[src/rtl/mem_dev_router.sv]
// Memory-stage request router: accepts one LSU request at a time and steers it
// to the CLINT port or the external bridge port. Misaligned requests fault locally.
module mem_dev_router #(
    parameter int unsigned          DATA_W     = 64,
    parameter int unsigned          ADDR_W     = 64,
    parameter logic [ADDR_W-1:0]    CLINT_BASE = 64'h0000_0000_0200_0000,
    parameter logic [ADDR_W-1:0]    CLINT_MASK = 64'hFFFF_FFFF_FFFF_0000
) (
    input  logic              clk,
    input  logic              rst,

    // Handshakes: a request transfers on a rising edge where valid & ready are both 1.
    // LSU side: lsu_ready_o is high only in IDLE. Device side: the router holds
    // *_valid_o and the latched fields stable until the device returns *_ready_i = 1.
    input  logic              lsu_valid_i,
    output logic              lsu_ready_o,
    input  logic              lsu_req_i,
    input  logic [ADDR_W-1:0] lsu_addr_i,
    input  logic [1:0]        lsu_size_i,
    input  logic [DATA_W-1:0] lsu_data_write_i,
    output logic              lsu_resp_valid_o,
    output logic [DATA_W-1:0] lsu_data_read_o,
    output logic [1:0]        lsu_resp_o,

    output logic              clint_valid_o,
    output logic              clint_req_o,
    output logic [ADDR_W-1:0] clint_addr_o,
    output logic [1:0]        clint_size_o,
    output logic [DATA_W-1:0] clint_data_write_o,
    input  logic              clint_ready_i,
    input  logic [DATA_W-1:0] clint_data_read_i,
    input  logic [1:0]        clint_resp_i,

    output logic              ext_valid_o,
    output logic              ext_req_o,
    output logic [ADDR_W-1:0] ext_addr_o,
    output logic [1:0]        ext_size_o,
    output logic [DATA_W-1:0] ext_data_write_o,
    input  logic              ext_ready_i,
    input  logic [DATA_W-1:0] ext_data_read_i,
    input  logic [1:0]        ext_resp_i,

    output logic [1:0]        dbg_state
);

    typedef enum logic [1:0] {
        S_IDLE  = 2'd0,
        S_CLINT = 2'd1,
        S_EXT   = 2'd2,
        S_RESP  = 2'd3
    } state_t;

    state_t state_q, state_d;

    logic              req_q;
    logic [ADDR_W-1:0] addr_q;
    logic [1:0]        size_q;
    logic [DATA_W-1:0] wdata_q;
    logic [DATA_W-1:0] rdata_q;
    logic [1:0]        resp_q;

    logic misaligned;
    logic is_clint;
    logic accept;
    logic clint_done;
    logic ext_done;

    always_comb begin
        misaligned = 1'b0;
        case (lsu_size_i)
            2'd1:    misaligned = lsu_addr_i[0];
            2'd2:    misaligned = |lsu_addr_i[1:0];
            2'd3:    misaligned = |lsu_addr_i[2:0];
            default: misaligned = 1'b0;
        endcase
    end

    assign is_clint   = (lsu_addr_i & CLINT_MASK) == CLINT_BASE;
    assign accept     = (state_q == S_IDLE)  && lsu_valid_i;
    assign clint_done = (state_q == S_CLINT) && clint_ready_i;
    assign ext_done   = (state_q == S_EXT)   && ext_ready_i;

    always_ff @(posedge clk or negedge rst) begin
        if (!rst) begin
            state_q <= S_IDLE;
        end else begin
            state_q <= state_d;
        end
    end

    always_comb begin
        state_d = state_q;
        case (state_q)
            S_IDLE: begin
                if (lsu_valid_i) begin
                    if (misaligned)    state_d = S_RESP;
                    else if (is_clint) state_d = S_CLINT;
                    else               state_d = S_EXT;
                end
            end
            S_CLINT: if (clint_ready_i) state_d = S_RESP;
            S_EXT:   if (ext_ready_i)   state_d = S_RESP;
            S_RESP:  state_d = S_IDLE;
            default: state_d = S_IDLE;
        endcase
    end

    // Request latch plus response registers; the response holds until the next capture.
    always_ff @(posedge clk or negedge rst) begin
        if (!rst) begin
            req_q   <= 1'b0;
            addr_q  <= '0;
            size_q  <= '0;
            wdata_q <= '0;
            rdata_q <= '0;
            resp_q  <= '0;
        end else begin
            if (accept) begin
                req_q   <= lsu_req_i;
                addr_q  <= lsu_addr_i;
                size_q  <= lsu_size_i;
                wdata_q <= lsu_data_write_i;
                if (misaligned) begin
                    rdata_q <= '0;
                    resp_q  <= 2'b10;
                end
            end
            if (clint_done) begin
                rdata_q <= req_q ? '0 : clint_data_read_i;
                resp_q  <= clint_resp_i;
            end
            if (ext_done) begin
                rdata_q <= req_q ? '0 : ext_data_read_i;
                resp_q  <= ext_resp_i;
            end
        end
    end

    always_comb begin
        clint_valid_o      = 1'b0;
        clint_req_o        = 1'b0;
        clint_addr_o       = '0;
        clint_size_o       = '0;
        clint_data_write_o = '0;
        ext_valid_o        = 1'b0;
        ext_req_o          = 1'b0;
        ext_addr_o         = '0;
        ext_size_o         = '0;
        ext_data_write_o   = '0;
        if (state_q == S_CLINT) begin
            clint_valid_o      = 1'b1;
            clint_req_o        = req_q;
            clint_addr_o       = addr_q;
            clint_size_o       = size_q;
            clint_data_write_o = wdata_q;
        end
        if (state_q == S_EXT) begin
            ext_valid_o      = 1'b1;
            ext_req_o        = req_q;
            ext_addr_o       = addr_q;
            ext_size_o       = size_q;
            ext_data_write_o = wdata_q;
        end
    end

    assign lsu_ready_o      = (state_q == S_IDLE);
    assign lsu_resp_valid_o = (state_q == S_RESP);
    assign lsu_data_read_o  = rdata_q;
    assign lsu_resp_o       = resp_q;
    assign dbg_state        = state_q;

endmodule

[config.mk]
export PLATFORM = sky130hd
export DESIGN_NAME = mem_dev_router
export DESIGN_NICKNAME = d
export VERILOG_FILES = /design/src/rtl/mem_dev_router.sv
export SDC_FILE = /design/constraint.sdc
export NUM_CORES = 1
export LEC_CHECK = 0
export CAP_MARGIN = 5
export CORE_AREA = 4 4 235 237
export CTS_BUF_LIST = sky130_fd_sc_hd__clkbuf_2
export CTS_CLUSTER_SIZE = 30
export DETAILED_ROUTE_END_ITERATION = 10
export DIE_AREA = 0 0 239 241
export GPL_TIMING_DRIVEN = 0
export PLACE_DENSITY = 0.54
export SLEW_MARGIN = 20
export SYNTH_ARGS = -nofsm -noshare
export SYNTH_HDL_FRONTEND = slang
export SYNTH_SLANG_ARGS = --single-unit
[constraint.sdc]
create_clock -name clk -period 2 [get_ports clk]
set_input_delay 0.3 -clock clk [delete_from_list [all_inputs] [get_ports clk]]
set_output_delay 0.3 -clock clk [all_outputs]
set_load 0.005 [all_outputs]
Yosys cells after proc, flatten, opt, wreduce, memory -nomap -nowiden
Index checks and enable logic that the tools add are counted.

storage, ports and cells
  flip-flop bits (word level) = 199
  input bits = 268
  output and inout bits = 334

operators by class
  equality and inequality tests = 10
  mux-type cells = 27
  reductions and logical operators = 10

operators by type and width
  kind                                                                     count
  64-bit 2-to-1 mux                                                        10
  48-bit by 10-bit equality test with 1-bit output, second input constant  1
  2-bit 2-to-1 mux                                                         11
  2-bit equality test, second input constant                               4
  2-bit case mux with 4 select lines                                       1
  2-bit != test, second input constant                                     3
  3-bit nonzero test                                                       2
  2-bit by 1-bit equality test with 1-bit output, second input constant    2
  1-bit 2-to-1 mux                                                         4
  1-bit logical AND                                                        3
  1-bit case mux with 3 select lines                                       1
  3-bit AND reduction                                                      1
  3-bit OR reduction                                                       1
  2-bit zero test                                                          1
  2-bit AND reduction                                                      1
  2-bit OR reduction                                                       1

Longest topological paths before layout
Gate-level depths: netlist of the first run.

  depth in word-level cells = 6
  gate-level depth with buffers = 10
  depth with buffers taken out = 6

Worst setup path before layout of the first run
No wires, ideal clock.

  kind = reg-to-reg
  from = register state_q[0], in the netlist dbg_state[0]
  to = register rdata_q[54], in the netlist lsu_data_read_o[54]
  arrival = 1.708 ns
  required time = 1.870 ns
  slack = 0.163 ns
  cell stages (with the launch flop) = 11
  path buffers = 4
  cells stage by stage = dfrtp_1 > inv_1 > ha_1 > buf_4 > nand2_2 > and3_1 > buf_2 > buf_6 > buf_6 > a22oi_1 > o2bb2ai_1

between the ends
  cells in the longest elaborated chain, start to end = 4

ends and longest elaborated chain
  item                                                                       line        RTL
  from (decl)                                                                53          state_t state_q, state_d;
  from (signal assigned)                                                     87          state_q <= state_d;
  2-bit by 1-bit equality test with 1-bit output (tied with other cells)     80          assign clint_done = (state_q == S_CLINT) && clint_ready_i;
  1-bit logical AND, on equally long branches                                80, 79, 81
  3-bit nonzero test (no source line) or 64-bit 2-to-1 mux (tied branches)   -
  2-bit AND reduction (no source line) or 64-bit 2-to-1 mux (tied branches)  -
  to (signal assigned)                                                       129         rdata_q <= req_q ? '0 : clint_data_read_i;
  to (signal assigned)                                                       133         rdata_q <= req_q ? '0 : ext_data_read_i;
  to (decl)                                                                  59          logic [DATA_W-1:0] rdata_q;

Parallel ways exist; a longest one is shown, timed or not.
A chain may end at the register's enable or synchronous reset.

Worst setup path after layout of the first run
  from = register state_q[0], in the netlist dbg_state[0]
  to = output port clint_addr_o[25]

between the ends
  cells in the longest elaborated chain, start to end = 2

ends and longest elaborated chain
  item                                            line  RTL
  2-bit by 1-bit equality test with 1-bit output  150   if (state_q == S_CLINT) begin
  64-bit 2-to-1 mux                               150
  to (decl)                                       27    output logic [ADDR_W-1:0] clint_addr_o,

Every way passes these cells.

==> flow_metrics.py, run 1 <==
metrics = {
    "logic_synthesis": {
        "synth_ff_type": "dfrtp_1",
        "synth.distinct_cells": 34,
        "yosysWarnings": 0,
        "synth_top_cell_area_share_pct": 50.8,
        "yosysMostFrequentCell": "and2_1",
        "synth_top_area_cell": "dfrtp_1",
        "async_flop_share_pct": 100,
        "avgSynthCellArea_um2": 11.5,
        "netlist_top_cells_count": "and2_1 (263), dfrtp_1 (199), mux2_2 (131), a22oi_1 (60), o2bb2ai_1 (58)",
        "syn_inst": 850,
        "synth_seq_area_share_pct": 50.8,
        "synth_nets": 1123,
        "synth_seq_cells": 199,
        "synth_area_um2": 9810,
        "synth_edf_count": 0,
        "synth_area_leaders": "dfrtp_1 (51%), and2_1 (17%), mux2_2 (15%), o2bb2ai_1 (5.2%), a22oi_1 (4.6%)",
    },
    "finish": {
        "fin_util_pct": 39.2,
        "fin_area_um2": 20900,
        "final_nets": 2070,
        "fin_cells": 2512,
        "layout-drive-gt1-share_pct": 37.1,
        "syn2layout_area_growth_pct": 113,
    },
    "pwr": {
        "power_density_nw_per_um2": 1230,
        "power_frac_clock_pct": 8.0,
        "switchingPower_mw": 9.33,
        "power.switching_fraction_pct": 36.3,
        "peakVddDrop_mv": 0.563,
        "combPwrFrac_pct": 63.2,
        "p_leak_nw": 9.27,
        "pwr-share-seq_pct": 28.9,
        "intPower_mw": 16.4,
    },
    "routing": {
        "drt-met1-wl_um": 19900,
        "avgViaCountPerCell": 4.21,
        "drcViolationCount": 0,
        "dr.pass1.iters": 5,
        "top_layer": "met5",
        "drtIter0Drc": 388,
        "wl_met2_um": 26100,
        "wl_met3_um": 3280,
        "wirelength_um": 50900,
        "wl_per_cell_um": 20.3,
        "routed-via-count": 10574,
        "drtAntennaViolNets": 0,
    },
    "sta": {
        "finalHoldViolCount": 0,
        "drv_slew": 0,
        "rsz0062_at_grt": "true",
        "setup_ws_ns": -0.964,
        "clock-skew-final_ns": 0.0443,
        "worst_pin_slew_ns": 0.937,
        "setup_viol": 533,
        "fin_crit_ns": 2.96,
        "max_slew_margin_pct": 37.5,
        "worst_hold_slack_ns": 0.280,
        "max_freq_mhz": 337,
        "finalCritPeriodShare_pct": 148,
    },
    "clock_network": {
        "numCtsBuffers": 17,
        "clk_latency_ns": 1.01,
        "htree_levels": 4,
        "cts_buffer_depth": 2,
        "clk_pin_slew_worst_paths_ns": 0.31,
        "cts_tree": "built",
        "cts.sink_count": 199,
        "root_buffer": "clkbuf_2",
    },
    "status": {
        "status": "finished, violations left",
        "violations": "negative setup slack",
    },
    "global_routing": {
        "grt_pass1_wl_um": 71500,
        "overflow": 0,
        "groute.usage.overall_pct": 16.6,
        "grt_start_max_net_pins": 90,
        "antenna_found_initial": 4,
        "grt_pass1_vias": 11377,
    },
    "floorplanning": {
        "die_h_um": 241,
        "core_um2": 53300,
        "fp-row-count": 85,
        "start_util_pct": 18.4,
        "fp.dieArea_um2": 57600,
        "io_pins": 602,
        "die-width_um": 239,
    },
    "job": {
        "max_cap_viol_count": 0,
    },
    "worst_setup_path": {
        "rr_worst_depth": 10,
        "crit_type": "flop to primary output",
        "critPathMaxFanout": 8,
        "worstPathRequired_ns": 1.70,
        "cp_data_arrival_time_ns": 2.66,
        "crit_path_end_kind": "primary output",
        "r2r-start": "dbg_state[0]",
        "cp-start-kind": "flop",
        "r2r_end": "lsu_data_read_o[14]",
        "rrSetupSlack_ns": -0.94,
    },
    "placement": {
        "dpl.hpwl_um": 36800,
        "place_inst": 2149,
        "place.port_buffers": 601,
        "placed_cell_area_um2": 16800,
        "place.gp.congestion": 0.834,
    },
    "hold_path": {
        "hp-class": "primary input to asynchronous set/reset pin",
    },
}
## cells in the final DEF (no fill, tap or decap), types with 4 or more instances in the layout
| cell | instances |
|---|---|
| dfrtp_1 | 196 |
| buf_2 | 70 |
| a21oi_1 | 6 |
| clkbuf_2 | 102 |
| nor4_1 | 11 |
| mux2_2 | 131 |
| o2bb2ai_1 | 58 |
| inv_6 | 4 |
| buf_1 | 4 |
| clkdlybuf4s15_1 | 10 |
| diode_2 | 6 |
| a22oi_1 | 60 |
| clkdlybuf4s50_1 | 337 |
| and2_4 | 142 |
| clkbuf_16 | 27 |
| nor2_1 | 4 |
| clkbuf_1 | 13 |
| dlymetal6s2s_1 | 9 |
| and2_1 | 121 |
| buf_4 | 18 |
| buf_6 | 122 |
| dlygate4sd3_1 | 266 |
| buf_8 | 19 |
| buf_12 | 12 |
| o22ai_1 | 7 |
| o21ai_0 | 6 |
## flip-flops by register name (all words and copies together) (netlist names)
name / flops
lsu_resp_o: 2
dbg_state: 2
lsu_data_read_o: 64
addr_q: 64
wdata_q: 64
size_q: 2
req_q: 1
## what timing repair did
action | in CTS | in global routing
hold endpoints to repair | 397 | 0
pin swaps | 28 | 9
gates cloned | 14 | 9
gates resized for setup | 860 | 438
buffers inserted | 23 | 16
hold buffers | 267 | 0
endpoints found under the setup margin | 533 | 533
## worst max-delay path: stages, from the launching register on
cell and delay (ns):
dfrtp_2 0.49, buf_6 0.13, ha_4 0.18, clkbuf_16 0.17
clkbuf_16 0.18, clkbuf_16 0.16, buf_12 0.12, and2_4 0.15
buf_6 0.11
## cell type report
| class | instances | area (µm²) |
|---|---|---|
| diodes | 6 | 15.0 |
| repair buffers | 932 | 9160 |
| well taps | 696 | 871 |
| inverters | 6 | 22.5 |
| clock buffers | 19 | 95.1 |
| flip-flops and latches | 199 | 4980 |
| clock inverters | 13 | 119 |
| plain buffers | 68 | 768 |
| multi-input cells | 573 | 4860 |
| fillers | 5089 | 32400 |
## kinds of logic after synthesis
family,count (synthesis),synth area share [%]
DFF,199,50.8
and+or+nand+nor,291,18.4
adders and majority gates,5,0.638
AOI/OAI and AO/OA,146,11.6
buffers and inverters,78,3.51
muxes,131,15.0
## worst max-delay path by stage
stage / startpoint / end / slack, ns / cells past startpoint
after CTS: dbg_state[1] / ext_data_write_o[60] / -1.22 / 7
final: dbg_state[0] / clint_addr_o[25] / -0.96 / 8
after floorplan: dbg_state[0] / lsu_data_read_o[54] / 0.16 / 10
after global placement: rst / addr_q[59] / -8.30 / 1
after detailed placement: dbg_state[1] / clint_data_write_o[57] / -1.37 / 7
after global routing: dbg_state[0] / clint_data_write_o[11] / -1.19 / 8
## routing by layer
| layer | up-vias | track usage [%] |
|---|---|---|
| li1 | 4894 | - |
| met1 | 5132 | 19.0 |
| met2 | 456 | 29.7 |
| met3 | 90 | 4.32 |
| met4 | 2 | 6.42 |
| met5 | - | 0 |
## per-stage QoR
| stage | setup slack, ns | TNS [ns] | power [mW] |
|---|---|---|---|
| floorplan | 0.163 | 0 | 12.1 |
| global placement | -8.30 | -2014.79 | 19.9 |
| detailed placement | -1.37 | -360.40 | 20.1 |
| CTS | -1.22 | -431.77 | 24.4 |
| global route | -1.19 | -457.26 | 27.4 |
| finish | -0.964 | -350.73 | 25.7 |
## power groups by stage
| stage | Combinational [mW] | Sequential, mW | Clock [mW] |
|---|---|---|---|
| 4_1_cts | 14.8 | 7.33 | 2.21 |
| 2_1_floorplan | 5.30 | 6.81 | 0 |
| 5_1_grt | 17.4 | 7.69 | 2.33 |
| 3_5_place_dp | 12.7 | 7.33 | 0 |
| 3_3_place_gp | 12.6 | 7.30 | 0 |
| 6_report | 16.2 | 7.42 | 2.05 |
Note: power is estimated with default switching activity, not from simulation.
==> run 2, diff against run 1 <==
--- a/config.mk
+++ b/config.mk
@@ -6,13 +6,13 @@
 export NUM_CORES = 1
 export LEC_CHECK = 0
 export CAP_MARGIN = 5
-export CORE_AREA = 4 4 235 237
+export CORE_AREA = 4 4 232 234
 export CTS_BUF_LIST = sky130_fd_sc_hd__clkbuf_2
 export CTS_CLUSTER_SIZE = 30
 export DETAILED_ROUTE_END_ITERATION = 10
-export DIE_AREA = 0 0 239 241
+export DIE_AREA = 0 0 236 238
 export GPL_TIMING_DRIVEN = 0
-export PLACE_DENSITY = 0.54
+export PLACE_DENSITY = 0.55
 export SLEW_MARGIN = 20
 export SYNTH_ARGS = -nofsm -noshare
 export SYNTH_HDL_FRONTEND = slang
==> flow_metrics.py, run 2 (synthesized netlist as in run 1, its figures left out) <==
metrics = {
    "status": {
        "status": "finished, violations left",
        "violations": "negative setup slack",
    },
    "global_routing": {
        "grtUsageMet3_pct": 5.13,
        "overflow": 0,
        "use_met2_pct": 30.3,
        "antenna_found_initial": 3,
        "grtUsageMet1_pct": 20.0,
        "busiest_layer": "met2",
        "grt_pass1_wl_um": 74400,
        "grt_start_max_net_pins": 90,
        "groute.usage.overall_pct": 17.5,
        "grt_pass1_vias": 11849,
    },
    "finish": {
        "fin_area_um2": 21800,
        "layout-drive-gt1-share_pct": 41.6,
        "final_nets": 2089,
        "mostFrequentLayoutCells": "clkdlybuf4s50_1 (352), dlygate4sd3_1 (266), buf_6 (229)",
        "final_common_cell": "clkdlybuf4s50_1",
        "multi_input_area_um2": 5040,
        "regArea_um2": 4980,
        "nFillCells": 4840,
        "syn2layout_area_growth_pct": 122,
    },
    "routing": {
        "wirelength_um": 52400,
        "routed-via-count": 10829,
        "drcViolationCount": 0,
        "dr.pass1.iters": 5,
        "drtAntennaViolNets": 0,
        "wl_per_cell_um": 20.8,
        "avgViaCountPerCell": 4.30,
        "drtIter0Drc": 372,
    },
    "worst_setup_path": {
        "cp-start-kind": "flop",
        "rr_worst_depth": 9,
        "worstPathRequired_ns": 1.70,
        "crit_type": "flop to primary output",
        "cp_data_arrival_time_ns": 2.76,
        "critPathMaxFanout": 8,
        "crit_path_end_kind": "primary output",
    },
    "placement": {
        "placed_cell_area_um2": 16700,
        "place.port_buffers": 601,
        "place.gp.congestion": 0.863,
        "dpl.hpwl_um": 36700,
    },
    "hold_path": {
        "hp-class": "primary input to flop",
        "min_path_cells": 4,
    },
    "sta": {
        "clock-skew-final_ns": 0.0207,
        "setup_viol": 422,
        "fin_crit_ns": 3.06,
        "tns_ns": -277.84,
        "finalHoldViolCount": 0,
        "setup_ws_ns": -1.06,
        "max_freq_mhz": 327,
        "drv_slew": 0,
        "finalCritPeriodShare_pct": 153,
        "rsz0062_at_grt": "true",
        "worst_pin_slew_ns": 0.789,
        "max_slew_margin_pct": 46.9,
    },
    "clock_network": {
        "cts_buffer_depth": 2,
        "cts_tree": "built",
        "clk_latency_ns": 1.02,
        "htree_levels": 4,
        "clk_pin_slew_worst_paths_ns": 0.27,
        "cts.sink_count": 199,
        "root_buffer": "clkbuf_2",
        "numCtsBuffers": 17,
    },
    "pwr": {
        "intPower_mw": 17.9,
        "combPwrFrac_pct": 65.4,
        "power_density_nw_per_um2": 1270,
        "p_leak_nw": 9.51,
        "power_frac_clock_pct": 7.6,
        "pwr-share-seq_pct": 27.0,
        "peakVddDrop_mv": 0.616,
        "power.switching_fraction_pct": 35.6,
        "switchingPower_mw": 9.87,
    },
    "floorplanning": {
        "fp-row-count": 84,
        "die-width_um": 236,
        "core_um2": 52000,
        "fp.dieArea_um2": 56200,
        "die_h_um": 238,
        "io_pins": 602,
        "start_util_pct": 18.8,
    },
    "job": {
        "max_cap_viol_count": 0,
    },
}
[run 2: cell count changes in the layout (fill, tap and decap cells not counted), sizes merged]
cell           before  now
dlygate4sd2         3    0
clkdlybuf4s15      12    0
bufinv              1    2
clkinvlp            2    1
diode               6    4
clkbuf            145   98
clkdlybuf4s50     337  352
dlymetal6s2s        9    4
buf               247  316
clkinv              6   11
inv                10    7
[run 2: final timing paths]
kind | startpoint | end | slack (ns)
max in group asynchronous | rst | lsu_data_read_o[1] | 0.93
worst min-delay path | clint_ready_i | lsu_resp_o[1] | 0.19
worst max register to register | dbg_state[1] | lsu_data_read_o[59] | -0.54
worst min register to register | lsu_data_read_o[0] | lsu_data_read_o[0] | 0.53
worst max-delay path | dbg_state[1] | clint_addr_o[52] | -1.06
min in group asynchronous | rst | wdata_q[0] | 0.30
[run 2: layer usage]
layer / vias up / share of wire (%)
li1: 4919 / -
met1: 5342 / 39
met2: 472 / 50
met3: 94 / 6.4
met4: 2 / 4.1
met5: - / 0.017
[run 2: critical path: stages, from the launching register on]
cell and delay [ns]:
dfrtp_2 0.50, inv_2 0.09, ha_4 0.18, buf_12 0.18, buf_4 0.15, and2_1 0.14
clkdlybuf4s50_1 0.53
[run 2: what timing repair did]
item | 4_1_cts | 5_1_grt
hold buffers | 267 | 0
endpoints found under the setup margin | 533 | 533
setup buffers | 32 | 26
gates resized for setup | 966 | 571
cloned | 17 | 8
pin swaps | 42 | 15
hold endpoints to repair | 397 | 0
[run 2: layout make-up]
class	count	area share, %
multi-input combinational	573	23.2
antenna	4	0.0460
inverter	6	0.103
clock buffer	17	0.391
buffer	68	3.66
clock inverter	15	0.621
timing repair buffer	951	45.2
tap	688	3.96
sequential	199	22.9
[run 2: per-stage QoR]
stage / worst slack (ns) / total power [mW] / cells / util, % / hold slack (ns)
floorplan: 0.163 / 12.1 / 850 / - / 0.00441
global placement: -8.37 / 19.9 / 2139 / 32.1 / 0.469
detailed placement: -1.92 / 20.1 / 2141 / 32.2 / 0.165
CTS: -1.24 / 25.2 / 2487 / 40.0 / 0.0134
global route: -1.28 / 29.3 / 2521 / 41.8 / 0.111
finish: -1.06 / 27.7 / 2521 / 41.8 / 0.189
[run 2: power groups by stage]
stage | Combinational, mW | Sequential [mW] | Clock, mW
floorplan | 5.30 | 6.81 | 0
global route | 19.2 | 7.71 | 2.37
CTS | 15.7 | 7.35 | 2.22
finish | 18.1 | 7.49 | 2.10
detailed placement | 12.8 | 7.34 | 0
global placement | 12.7 | 7.28 | 0
==> run 3, diff against run 2 <==
--- a/config.mk
+++ b/config.mk
@@ -13,7 +13,6 @@
 export DIE_AREA = 0 0 236 238
 export GPL_TIMING_DRIVEN = 0
 export PLACE_DENSITY = 0.55
-export SLEW_MARGIN = 20
 export SYNTH_ARGS = -nofsm -noshare
 export SYNTH_HDL_FRONTEND = slang
 export SYNTH_SLANG_ARGS = --single-unit
==> flow_metrics.py, run 3 (synthesized netlist as in run 1, its figures left out) <==
metrics = {
    "global_routing": {
        "grt_pass1_vias": 11861,
        "overflow": 0,
        "antenna_found_initial": 3,
        "groute.usage.overall_pct": 17.8,
        "grt_start_max_net_pins": 103,
        "grt_pass1_wl_um": 75100,
    },
    "pwr": {
        "power_density_nw_per_um2": 1320,
        "intPower_mw": 19.3,
        "power_frac_clock_pct": 7.3,
        "switchingPower_mw": 10.8,
        "finalPower_mw": 30.2,
        "pwr-share-seq_pct": 25.0,
        "p_leak_nw": 10.2,
        "peakVddDrop_mv": 0.615,
        "combPwrFrac_pct": 67.6,
        "power.switching_fraction_pct": 35.9,
    },
    "routing": {
        "drcViolationCount": 0,
        "drtAntennaViolNets": 0,
        "routed-via-count": 11094,
        "dr.pass1.iters": 4,
        "wirelength_um": 55400,
        "wl_per_cell_um": 21.5,
        "avgViaCountPerCell": 4.30,
        "drtIter0Drc": 343,
    },
    "floorplanning": {
        "die_h_um": 238,
        "fp-row-count": 84,
        "start_util_pct": 18.8,
        "io_pins": 602,
        "die-width_um": 236,
        "fp.dieArea_um2": 56200,
        "core_um2": 52000,
    },
    "worst_setup_path": {
        "crit_slowest_cell": "dfrtp_2",
        "crit_type": "flop to primary output",
        "cp-start-kind": "flop",
        "cp_data_arrival_time_ns": 2.69,
        "crit_path_end_kind": "primary output",
        "critPathMaxStageDelay_ns": 0.48,
        "critPathMaxFanout": 8,
        "cp_cell_sequence": "buf_6, ha_4, buf_12, clkbuf_16, buf_8, clkbuf_16, and2_4, buf_6",
        "worstPathRequired_ns": 1.70,
    },
    "placement": {
        "place_inst": 2140,
        "place.port_buffers": 601,
        "dpl.hpwl_um": 36600,
        "place.gp.congestion": 0.863,
    },
    "finish": {
        "final_common_cell": "dlygate4sd3_1",
        "final_nets": 2150,
        "layout-drive-gt1-share_pct": 53.1,
        "fin_cells": 2578,
        "syn2layout_area_growth_pct": 133,
        "mostFrequentLayoutCells": "dlygate4sd3_1 (267), clkdlybuf4s50_1 (266), buf_6 (255)",
    },
    "sta": {
        "setup_viol": 333,
        "max_slew_margin_pct": 41.7,
        "fin_crit_ns": 2.99,
        "finalHoldViolCount": 0,
        "rsz0062_at_grt": "true",
        "finalCritPeriodShare_pct": 150,
        "worst_hold_slack_ns": 0.273,
        "max_freq_mhz": 334,
        "setup_ws_ns": -0.991,
        "drv_slew": 0,
        "worst_pin_slew_ns": 0.875,
        "clock-skew-final_ns": 0.0487,
    },
    "clock_network": {
        "cts.sink_count": 199,
        "cts_buffer_depth": 2,
        "root_buffer": "clkbuf_2",
        "numCtsBuffers": 17,
        "cts_tree": "built",
        "htree_levels": 4,
        "clk_pin_slew_worst_paths_ns": 0.27,
        "clk_latency_ns": 1.04,
    },
    "hold_path": {
        "hp-class": "primary input to flop",
    },
    "status": {
        "violations": "negative setup slack",
        "status": "finished, violations left",
    },
    "job": {
        "max_cap_viol_count": 0,
    },
}
==> run 3: worst paths after layout <==
check	slack (ns)	endpoint	from	cells after the start
worst max-delay path	-0.99	clint_data_write_o[18]	dbg_state[0]	8
min in group asynchronous	0.37	addr_q[8]	rst	3
worst min-delay path	0.27	addr_q[23]	lsu_valid_i	4
worst max register to register	-0.32	lsu_data_read_o[16]	dbg_state[1]	12
max in group asynchronous	0.59	lsu_data_read_o[37]	rst	4
worst min register to register	0.53	lsu_data_read_o[8]	lsu_data_read_o[8]	1
==> run 3: worst max-delay path, delay by kind of cell (launching register included) <==
family                   cells  cell delay [ns]
adder cells (fa/ha/maj)      1             0.16
buffers and inverters        6             0.86
flip-flops                   1             0.48
AND/OR/NAND/NOR              1             0.16
==> run 3: timing repair <==
item,4_1_cts,5_1_grt
hold buffers,267,0
endpoints found under the setup margin,533,533
gates cloned,19,16
hold endpoints to repair,398,0
setup buffers,35,76
gates resized for setup,1124,860
pin swaps,42,39
==> run 3: power groups by stage <==
| stage | registers, mW | clock network [mW] | logic, mW |
|---|---|---|---|
| after floorplan | 6.81 | 0 | 5.30 |
| after global placement | 7.28 | 0 | 12.7 |
| after detailed placement | 7.33 | 0 | 12.8 |
| after CTS | 7.34 | 2.32 | 16.0 |
| after global routing | 7.77 | 2.44 | 21.5 |
| final | 7.55 | 2.21 | 20.4 |
==> run 3: metrics by stage <==
stage | setup WS, ns | cell area [µm²] | utilization (%) | TNS [ns]
floorplan | 0.163 | 9810 | - | 0
global placement | -8.37 | 16700 | 32.1 | -2033.16
detailed placement | -1.91 | 16700 | 32.1 | -384.43
CTS | -1.23 | 20800 | 40.1 | -427.58
global route | -1.17 | 22900 | 44.0 | -295.47
finish | -0.991 | 22900 | 44.0 | -239.87
==> run 3: final cells by class <==
class / instances / area, µm²
Tap cell: 688 / 861
Sequential cell: 199 / 4980
Antenna cell: 3 / 7.51
Fill cell: 4730 / 29200
Clock buffer: 18 / 90.1
Clock inverter: 11 / 135
Multi-Input combinational cell: 573 / 5580
Timing Repair Buffer: 1013 / 10200
Inverter: 6 / 25.0
Buffer: 67 / 1000
==> run 3: routing by layer <==
layer,vias up,global-route usage [%],wire [µm]
met2,448,31.2,28500
met5,-,0,9
met4,2,8.58,2210
met1,5500,19.9,21500
li1,5048,-,-
met3,96,5.05,3180
